===== config.mk =====
export PLATFORM = sky130hd
export DESIGN_NAME = sd_init_ctrl
export DESIGN_NICKNAME = d
export VERILOG_FILES = /design/src/rtl/sd_init_ctrl.sv
export SDC_FILE = /design/constraint.sdc
export NUM_CORES = 1
export LEC_CHECK = 0
export CAP_MARGIN = 20
export CORE_UTILIZATION = 47
export DETAILED_ROUTE_END_ITERATION = 8
export GPL_TIMING_DRIVEN = 0
export PLACE_DENSITY = 0.81
export SETUP_SLACK_MARGIN = 0.05
export SKIP_LAST_GASP = 1
export SYNTH_ARGS = -nofsm -noshare
export SYNTH_HDL_FRONTEND = slang
export SYNTH_SLANG_ARGS = --single-unit

===== constraint.sdc =====
create_clock -name clk -period 2.9 [get_ports clk]
set_input_delay 0.58 -clock clk [delete_from_list [all_inputs] [get_ports clk]]
set_output_delay 0.58 -clock clk [all_outputs]
set_load 0.01 [all_outputs]

===== src/rtl/sd_init_ctrl.sv =====
`default_nettype none
// +---------------------------------------------------------------------------+
// | Module   : sd_init_ctrl                                                   |
// | Brief    : SD card identification/initialisation sequencer driving the    |
// |            command engine: CMD0 -> [CMD8] -> (CMD55+ACMD41)* -> CMD2 ->   |
// |            CMD3 -> CMD7. Optional SDHC/CMD8 support: SD_INIT_SDHC_EN.     |
// | Revision : 1.0  initial release                                           |
// +---------------------------------------------------------------------------+
module sd_init_ctrl #(
    parameter int POWERUP_WAIT = 1024,
    parameter int RETRY_MAX    = 1000
) (
    input  logic        clk,
    input  logic        rst,
    input  logic        start,
    output logic        cmd_valid,
    input  logic        cmd_ready,
    output logic [5:0]  cmd_index,
    output logic [31:0] cmd_arg,
    output logic        cmd_resp_long,
    input  logic        resp_valid,
    input  logic        resp_timeout,
    input  logic [31:0] resp_data,
    output logic        busy,
    output logic        done,
    output logic        error,
    output logic [2:0]  err_code,
    output logic [15:0] rca,
    output logic        ccs,
    output logic        clk_fast
);

    localparam logic [4:0] c_ST_IDLE      = 5'd0;
    localparam logic [4:0] c_ST_PWRUP     = 5'd1;
    localparam logic [4:0] c_ST_C0_ISSUE  = 5'd2;
    localparam logic [4:0] c_ST_C0_WAIT   = 5'd3;
    localparam logic [4:0] c_ST_C8_ISSUE  = 5'd4;
    localparam logic [4:0] c_ST_C8_WAIT   = 5'd5;
    localparam logic [4:0] c_ST_C55_ISSUE = 5'd6;
    localparam logic [4:0] c_ST_C55_WAIT  = 5'd7;
    localparam logic [4:0] c_ST_A41_ISSUE = 5'd8;
    localparam logic [4:0] c_ST_A41_WAIT  = 5'd9;
    localparam logic [4:0] c_ST_C2_ISSUE  = 5'd10;
    localparam logic [4:0] c_ST_C2_WAIT   = 5'd11;
    localparam logic [4:0] c_ST_C3_ISSUE  = 5'd12;
    localparam logic [4:0] c_ST_C3_WAIT   = 5'd13;
    localparam logic [4:0] c_ST_C7_ISSUE  = 5'd14;
    localparam logic [4:0] c_ST_C7_WAIT   = 5'd15;
    localparam logic [4:0] c_ST_DONE      = 5'd16;
    localparam logic [4:0] c_ST_FAIL      = 5'd17;

    localparam logic [2:0] c_ERR_CMD8_ECHO = 3'd2;
    localparam logic [2:0] c_ERR_RETRIES   = 3'd3;
    localparam logic [2:0] c_ERR_CMD2_TO   = 3'd4;
    localparam logic [2:0] c_ERR_CMD3_TO   = 3'd5;
    localparam logic [2:0] c_ERR_CMD7_TO   = 3'd6;
    localparam logic [2:0] c_ERR_ACMD41_TO = 3'd7;

    localparam int          c_PWR_W     = $clog2(POWERUP_WAIT) + 1;
    localparam logic [c_PWR_W-1:0] c_PWR_LAST = c_PWR_W'(POWERUP_WAIT - 1);
    localparam logic [15:0] c_RETRY_MAX = 16'(RETRY_MAX);
    localparam logic [31:0] c_CMD8_ARG  = 32'h0000_01AA;

    logic [4:0]         r_state;
    logic [4:0]         w_state_next;
    logic [c_PWR_W-1:0] r_pwr_cnt;
    logic [15:0]        r_retry;
    logic [15:0]        w_retry_inc;
    logic               r_done;
    logic               r_error;
    logic [2:0]         r_err_code;
    logic [15:0]        r_rca;
    logic               r_ccs;
    logic               r_clk_fast;

    logic               w_cmd_valid;
    logic [5:0]         w_cmd_index;
    logic [31:0]        w_cmd_arg;
    logic               w_cmd_long;
    logic               w_resp_ok;
    logic               w_idle_like;
    logic               w_start_acc;
    logic               w_set_done;
    logic               w_set_fail;
    logic [2:0]         w_fail_code;
    logic [31:0]        w_a41_arg;
    logic               w_ccs_capture;
    logic [4:0]         w_st_after_c0;
    logic               w_unused;

    // A timeout pulse always overrides a coincident response pulse.
    assign w_resp_ok   = resp_valid && !resp_timeout;
    assign w_idle_like = (r_state == c_ST_IDLE) || (r_state == c_ST_DONE) ||
                         (r_state == c_ST_FAIL);
    assign w_start_acc = start && w_idle_like;
    assign w_retry_inc = r_retry + 16'd1;
    assign w_unused    = ^resp_data;

`ifdef SD_INIT_SDHC_EN
    logic r_v2;

    // Version-2 card detected when CMD8 echoes the check pattern.
    always_ff @(posedge clk) begin
        if (rst) begin
            r_v2 <= 1'b0;
        end else if (w_start_acc) begin
            r_v2 <= 1'b0;
        end else if (r_state == c_ST_C8_WAIT && w_resp_ok &&
                     resp_data[11:0] == 12'h1AA) begin
            r_v2 <= 1'b1;
        end
    end

    assign w_st_after_c0 = c_ST_C8_ISSUE;
    assign w_a41_arg     = r_v2 ? 32'h40FF_8000 : 32'h00FF_8000;
    assign w_ccs_capture = r_v2 & resp_data[30];
`else
    assign w_st_after_c0 = c_ST_C55_ISSUE;
    assign w_a41_arg     = 32'h00FF_8000;
    assign w_ccs_capture = 1'b0;
`endif

    always_ff @(posedge clk) begin
        if (rst) begin
            r_state <= c_ST_IDLE;
        end else begin
            r_state <= w_state_next;
        end
    end

    always_comb begin
        w_state_next = r_state;
        w_cmd_valid  = 1'b0;
        w_cmd_index  = 6'd0;
        w_cmd_arg    = 32'd0;
        w_cmd_long   = 1'b0;
        w_set_done   = 1'b0;
        w_set_fail   = 1'b0;
        w_fail_code  = 3'd0;
        case (r_state)
            c_ST_IDLE, c_ST_DONE, c_ST_FAIL: begin
                if (start) w_state_next = c_ST_PWRUP;
            end
            c_ST_PWRUP: begin
                if (r_pwr_cnt == c_PWR_LAST) w_state_next = c_ST_C0_ISSUE;
            end
            c_ST_C0_ISSUE: begin
                w_cmd_valid = 1'b1;
                if (cmd_ready) w_state_next = c_ST_C0_WAIT;
            end
            c_ST_C0_WAIT: begin
                // GO_IDLE has no response; either outcome moves on.
                if (resp_valid || resp_timeout) w_state_next = w_st_after_c0;
            end
            c_ST_C8_ISSUE: begin
                w_cmd_valid = 1'b1;
                w_cmd_index = 6'd8;
                w_cmd_arg   = c_CMD8_ARG;
                if (cmd_ready) w_state_next = c_ST_C8_WAIT;
            end
            c_ST_C8_WAIT: begin
                if (resp_timeout) begin
                    w_state_next = c_ST_C55_ISSUE;
                end else if (resp_valid) begin
                    if (resp_data[11:0] == 12'h1AA) begin
                        w_state_next = c_ST_C55_ISSUE;
                    end else begin
                        w_set_fail  = 1'b1;
                        w_fail_code = c_ERR_CMD8_ECHO;
                    end
                end
            end
            c_ST_C55_ISSUE: begin
                w_cmd_valid = 1'b1;
                w_cmd_index = 6'd55;
                if (cmd_ready) w_state_next = c_ST_C55_WAIT;
            end
            c_ST_C55_WAIT: begin
                if (resp_timeout) begin
                    w_set_fail  = 1'b1;
                    w_fail_code = c_ERR_ACMD41_TO;
                end else if (resp_valid) begin
                    w_state_next = c_ST_A41_ISSUE;
                end
            end
            c_ST_A41_ISSUE: begin
                w_cmd_valid = 1'b1;
                w_cmd_index = 6'd41;
                w_cmd_arg   = w_a41_arg;
                if (cmd_ready) w_state_next = c_ST_A41_WAIT;
            end
            c_ST_A41_WAIT: begin
                if (resp_timeout) begin
                    w_set_fail  = 1'b1;
                    w_fail_code = c_ERR_ACMD41_TO;
                end else if (resp_valid) begin
                    if (resp_data[31]) begin
                        w_state_next = c_ST_C2_ISSUE;
                    end else if (w_retry_inc == c_RETRY_MAX) begin
                        w_set_fail  = 1'b1;
                        w_fail_code = c_ERR_RETRIES;
                    end else begin
                        w_state_next = c_ST_C55_ISSUE;
                    end
                end
            end
            c_ST_C2_ISSUE: begin
                w_cmd_valid = 1'b1;
                w_cmd_index = 6'd2;
                w_cmd_long  = 1'b1;
                if (cmd_ready) w_state_next = c_ST_C2_WAIT;
            end
            c_ST_C2_WAIT: begin
                w_cmd_long = 1'b1;
                if (resp_timeout) begin
                    w_set_fail  = 1'b1;
                    w_fail_code = c_ERR_CMD2_TO;
                end else if (resp_valid) begin
                    w_state_next = c_ST_C3_ISSUE;
                end
            end
            c_ST_C3_ISSUE: begin
                w_cmd_valid = 1'b1;
                w_cmd_index = 6'd3;
                if (cmd_ready) w_state_next = c_ST_C3_WAIT;
            end
            c_ST_C3_WAIT: begin
                w_cmd_index = 6'd3;
                if (resp_timeout) begin
                    w_set_fail  = 1'b1;
                    w_fail_code = c_ERR_CMD3_TO;
                end else if (resp_valid) begin
                    w_state_next = c_ST_C7_ISSUE;
                end
            end
            c_ST_C7_ISSUE: begin
                w_cmd_valid = 1'b1;
                w_cmd_index = 6'd7;
                w_cmd_arg   = {r_rca, 16'h0000};
                if (cmd_ready) w_state_next = c_ST_C7_WAIT;
            end
            c_ST_C7_WAIT: begin
                if (resp_timeout) begin
                    w_set_fail  = 1'b1;
                    w_fail_code = c_ERR_CMD7_TO;
                end else if (resp_valid) begin
                    w_state_next = c_ST_DONE;
                    w_set_done   = 1'b1;
                end
            end
            default: begin
                w_state_next = c_ST_IDLE;
            end
        endcase
        if (w_set_fail) w_state_next = c_ST_FAIL;
    end

    always_ff @(posedge clk) begin
        if (rst) begin
            r_pwr_cnt  <= '0;
            r_retry    <= 16'd0;
            r_done     <= 1'b0;
            r_error    <= 1'b0;
            r_err_code <= 3'd0;
            r_rca      <= 16'd0;
            r_ccs      <= 1'b0;
            r_clk_fast <= 1'b0;
        end else begin
            if (w_start_acc) begin
                r_pwr_cnt  <= '0;
                r_retry    <= 16'd0;
                r_done     <= 1'b0;
                r_error    <= 1'b0;
                r_err_code <= 3'd0;
                r_rca      <= 16'd0;
                r_ccs      <= 1'b0;
                r_clk_fast <= 1'b0;
            end
            if (r_state == c_ST_PWRUP) begin
                r_pwr_cnt <= r_pwr_cnt + 1'b1;
            end
            if (r_state == c_ST_A41_WAIT && w_resp_ok) begin
                if (resp_data[31]) begin
                    r_ccs <= w_ccs_capture;
                end else begin
                    r_retry <= w_retry_inc;
                end
            end
            if (r_state == c_ST_C3_WAIT && w_resp_ok) begin
                r_rca <= resp_data[31:16];
            end
            if (w_set_done) begin
                r_done     <= 1'b1;
                r_clk_fast <= 1'b1;
            end
            if (w_set_fail) begin
                r_error    <= 1'b1;
                r_err_code <= w_fail_code;
                r_clk_fast <= 1'b0;
            end
        end
    end

    assign cmd_valid     = w_cmd_valid;
    assign cmd_index     = w_cmd_valid ? w_cmd_index : 6'd0;
    assign cmd_arg       = w_cmd_arg;
    assign cmd_resp_long = w_cmd_long;
    assign busy          = !w_idle_like;
    assign done          = r_done;
    assign error         = r_error;
    assign err_code      = r_err_code;
    assign rca           = r_rca;
    assign ccs           = r_ccs;
    assign clk_fast      = r_clk_fast;

endmodule
`default_nettype wire


==> results.md <==
* **fraction of layout cells with a size suffix above 1** 0.134
* **H-tree levels** 2
* **Avg Cell Area, Syn** 7.72 sq um
* **count of port buffers added during placement** 86
* **P_leak** 0.00166 uW
* **data required time at the worst endpoint** 2.32 ns
* **most used flip-flop cell after synthesis** dfxtp_1
* **clock latency at the later pin of the worst-skew pair** 0.33 ns
* **dpl hpwl** 6840 microns
* **status** completed
* **wire length of the first global-routing pass** 15400 microns
* **period utilisation layout** 0.947
* **power density normalized to cell area** 434 nW/um^2
* **total gr overflow** 0
* **worst setup timing slack at the placement stage** -0.414 ns
* **type of element launching the critical path** register
* **vias after detailed routing** 3550
* **number of setup violations in the final report** 0
* **overall power of the completed layout** 1910 uW
* **first-iteration detailed-routing DRC count** 178
* **Fmax achieved** 364 MHz
* **number of enable-type register cells in the synthesized netlist** 0
* **P&R area growth vs syn** 35.8%
* **clock slew at reported path FFs** 0.10 ns
* **highest-count cells in the layout ignoring fill and taps** clkdlybuf4s50_1, nor2_1, dfxtp_1, a21oi_1, nand2_1
* **library cells used by synthesis** 62
* **total die area** 7260 sq um
* **clk sink count** 55
* **final worst setup slack** 0.154 ns
* **total negative slack** 0 ns
* **Clock Path Buffers** 2
* **sequential share of the synthesized area** 0.339
* **average routed wire per standard cell** 15.6 microns
* **Synth Instances** 421
* **normalized max-slew margin** 0.575
* **worst hold path class** register to register
* **vias in the first global route** 3383
* **Rows** 29
* **overall fraction of global-route tracks in use** 0.264
* **Slew @ Worst Pin** 0.632 ns
* **async set or reset register ratio after synthesis** 0
* **clock period minus final worst setup slack** 2.75 ns
* **Synth Warn #** 0
* **number of max-slew violations in the final report** 0
* **nature of the critical path endpoint** primary output
* **unrepaired setup endpoints after global routing** false
* **flops & latches, synth** 55
* **x dimension of the die** 85.2 microns
* **core footprint** 6530 sq um
* **final antenna-violating net count** 0
* **Layout Skew** 0.0105 ns
* **Total Wirelength** 9400 microns
* **Hold Buf Count CTS** 0
* **maximum number of pins on one net before global-route repair** 21
* **last weighted congestion value of the routability-driven placer** 0.857
* **maximum VDD drop** 212 uV
* **number of iterations in the first detailed-routing pass** 5
* **Layout Nets** 564
* **starting density of the core** 0.498
* **total clock buffers created by CTS** 5
* **worst-path maximum fanout** 10
* **final-report hold violation count** 0
* **drt drc** 0
* **critical path arrival** 2.17 ns
* **Avg Vias per Cell** 5.91
* **antenna violations before repair** 0
* **count of antenna diodes in the layout** 0
* **overall die height** 85.2 microns
* **clock tree from TritonCTS** yes
* **most common cell after layout, fill and taps aside** clkdlybuf4s50_1
* **root cell of the clock tree** clkbuf_8
* **post-synthesis instance area** 3250 sq um
* **critical path start-end classification** register to primary output
* **count of boundary I/O pins** 102
* **reported max-cap violation count** 0
==> worst max-delay path, stage by stage, from the launching register on <==
cell	delay, ns
dfxtp_1	0.53
buf_2	0.34
nor3_4	0.08
buf_6	0.15
or2_2	0.26
clkdlybuf4s50_1	0.48
==> kinds of logic after synthesis <==
kind of cell    count (synthesis)  share of synthesized area
simple gates                  189                      0.303
compound gates                118                      0.250
flops                          55                      0.339
buf+inv                        49                     0.0789
xor+xnor                        4                     0.0108
fa+ha+maj                       3                     0.0115
mux                             2                    0.00654
other cells                     1                    0.00115
==> Yosys cell counts (all sizes together) (2+ instances only) <==
master  number  area [sq um]
clkbuf      21          78.8
a31oi       12          75.1
nand3       21           110
a211oi       4          35.0
nand4        5          31.3
xor2         3          26.3
inv          7          26.3
a21o        10          75.1
nor2        58           220
a21oi       29           145
nor3b        4          30.0
and3         6          37.5
o211ai       2          15.0
a21bo        3          30.0
nor4b        2          17.5
a22oi       19           143
or2          8          50.1
nand2b       7          43.8
o21ai       17          85.1
and4         3          26.3
buf         21           151
nor3        14          75.1
nand3b       3          22.5
dfxtp       55          1100
nand2       31           119
or3          2          12.5
nor4         8          56.3
a311oi      11          96.3
or4b         2          20.0
and2         9          56.3
ha           3          37.5
o22ai        3          25.0
==> per-layer routing <==
layer | part of all wire | GRT usage | vias to the layer above
met4 | 0.025 | 0.111 | 0
met3 | 0.079 | 0.0768 | 29
met1 | 0.43 | 0.323 | 1654
met2 | 0.47 | 0.433 | 152
li1 | - | - | 1715
met5 | 0 | 0 | -
==> cell type report <==
| cell class | count | area [sq um] |
|---|---|---|
| clock inverter | 3 | 31.3 |
| tap | 77 | 96.3 |
| inverter | 7 | 26.3 |
| fill | 545 | 2110 |
| clock buffer | 5 | 68.8 |
| buffer | 41 | 249 |
| sequential | 55 | 1100 |
| timing repair buffer | 87 | 868 |
| multi-input combinational | 326 | 1970 |
==> where the power goes <==
part	switching, uW	internal [uW]	total [uW]	leakage (uW)
sequential	27.6	780	807	0.000444
clock	293	184	477	0.0000522
combinational	391	239	630	0.00116
total	712	1200	1910	0.00166
==> state kept, by name, summed over array words and instances, names as in the netlist <==
register   flops
r_state        5
r_pwr_cnt     11
r_retry       16
err_code       3
ccs            1
done           1
rca           16
clk_fast       1
error          1
==> what timing repair did <==
item / in CTS / in global routing
buffers inserted: 1 / 0
resized for setup: 12 / 20
pin swaps: 1 / 0
setup endpoints to repair: 25 / 37
==> final timing paths <==
path | from | endpoint | slack [ns] | cells after the start
min | r_pwr_cnt[6]$_SDFFE_PP0P_ | r_pwr_cnt[6]$_SDFFE_PP0P_ | 0.48 | 1
max reg2reg | r_retry[1]$_SDFF_PP0_ | err_code[2]$_SDFFE_PP0P_ | 0.19 | 9
min reg2reg | r_pwr_cnt[6]$_SDFFE_PP0P_ | r_pwr_cnt[6]$_SDFFE_PP0P_ | 0.48 | 1
max | r_state[0]$_SDFFE_PP0P_ | cmd_index[3] | 0.15 | 5
==> per-stage QoR <==
stage | cell area, sq um | std cells | utilization | hold WS (ns)
global route | 4420 | 601 | 0.676 | 0.516
finish | 4420 | 601 | 0.676 | 0.484
detailed placement | 4240 | 593 | 0.650 | 0.469
CTS | 4390 | 601 | 0.671 | 0.484
global placement | 4240 | 593 | 0.650 | 0.460
floorplan | 3290 | 430 | - | 0.440
Power figures use the tool's default switching activity.
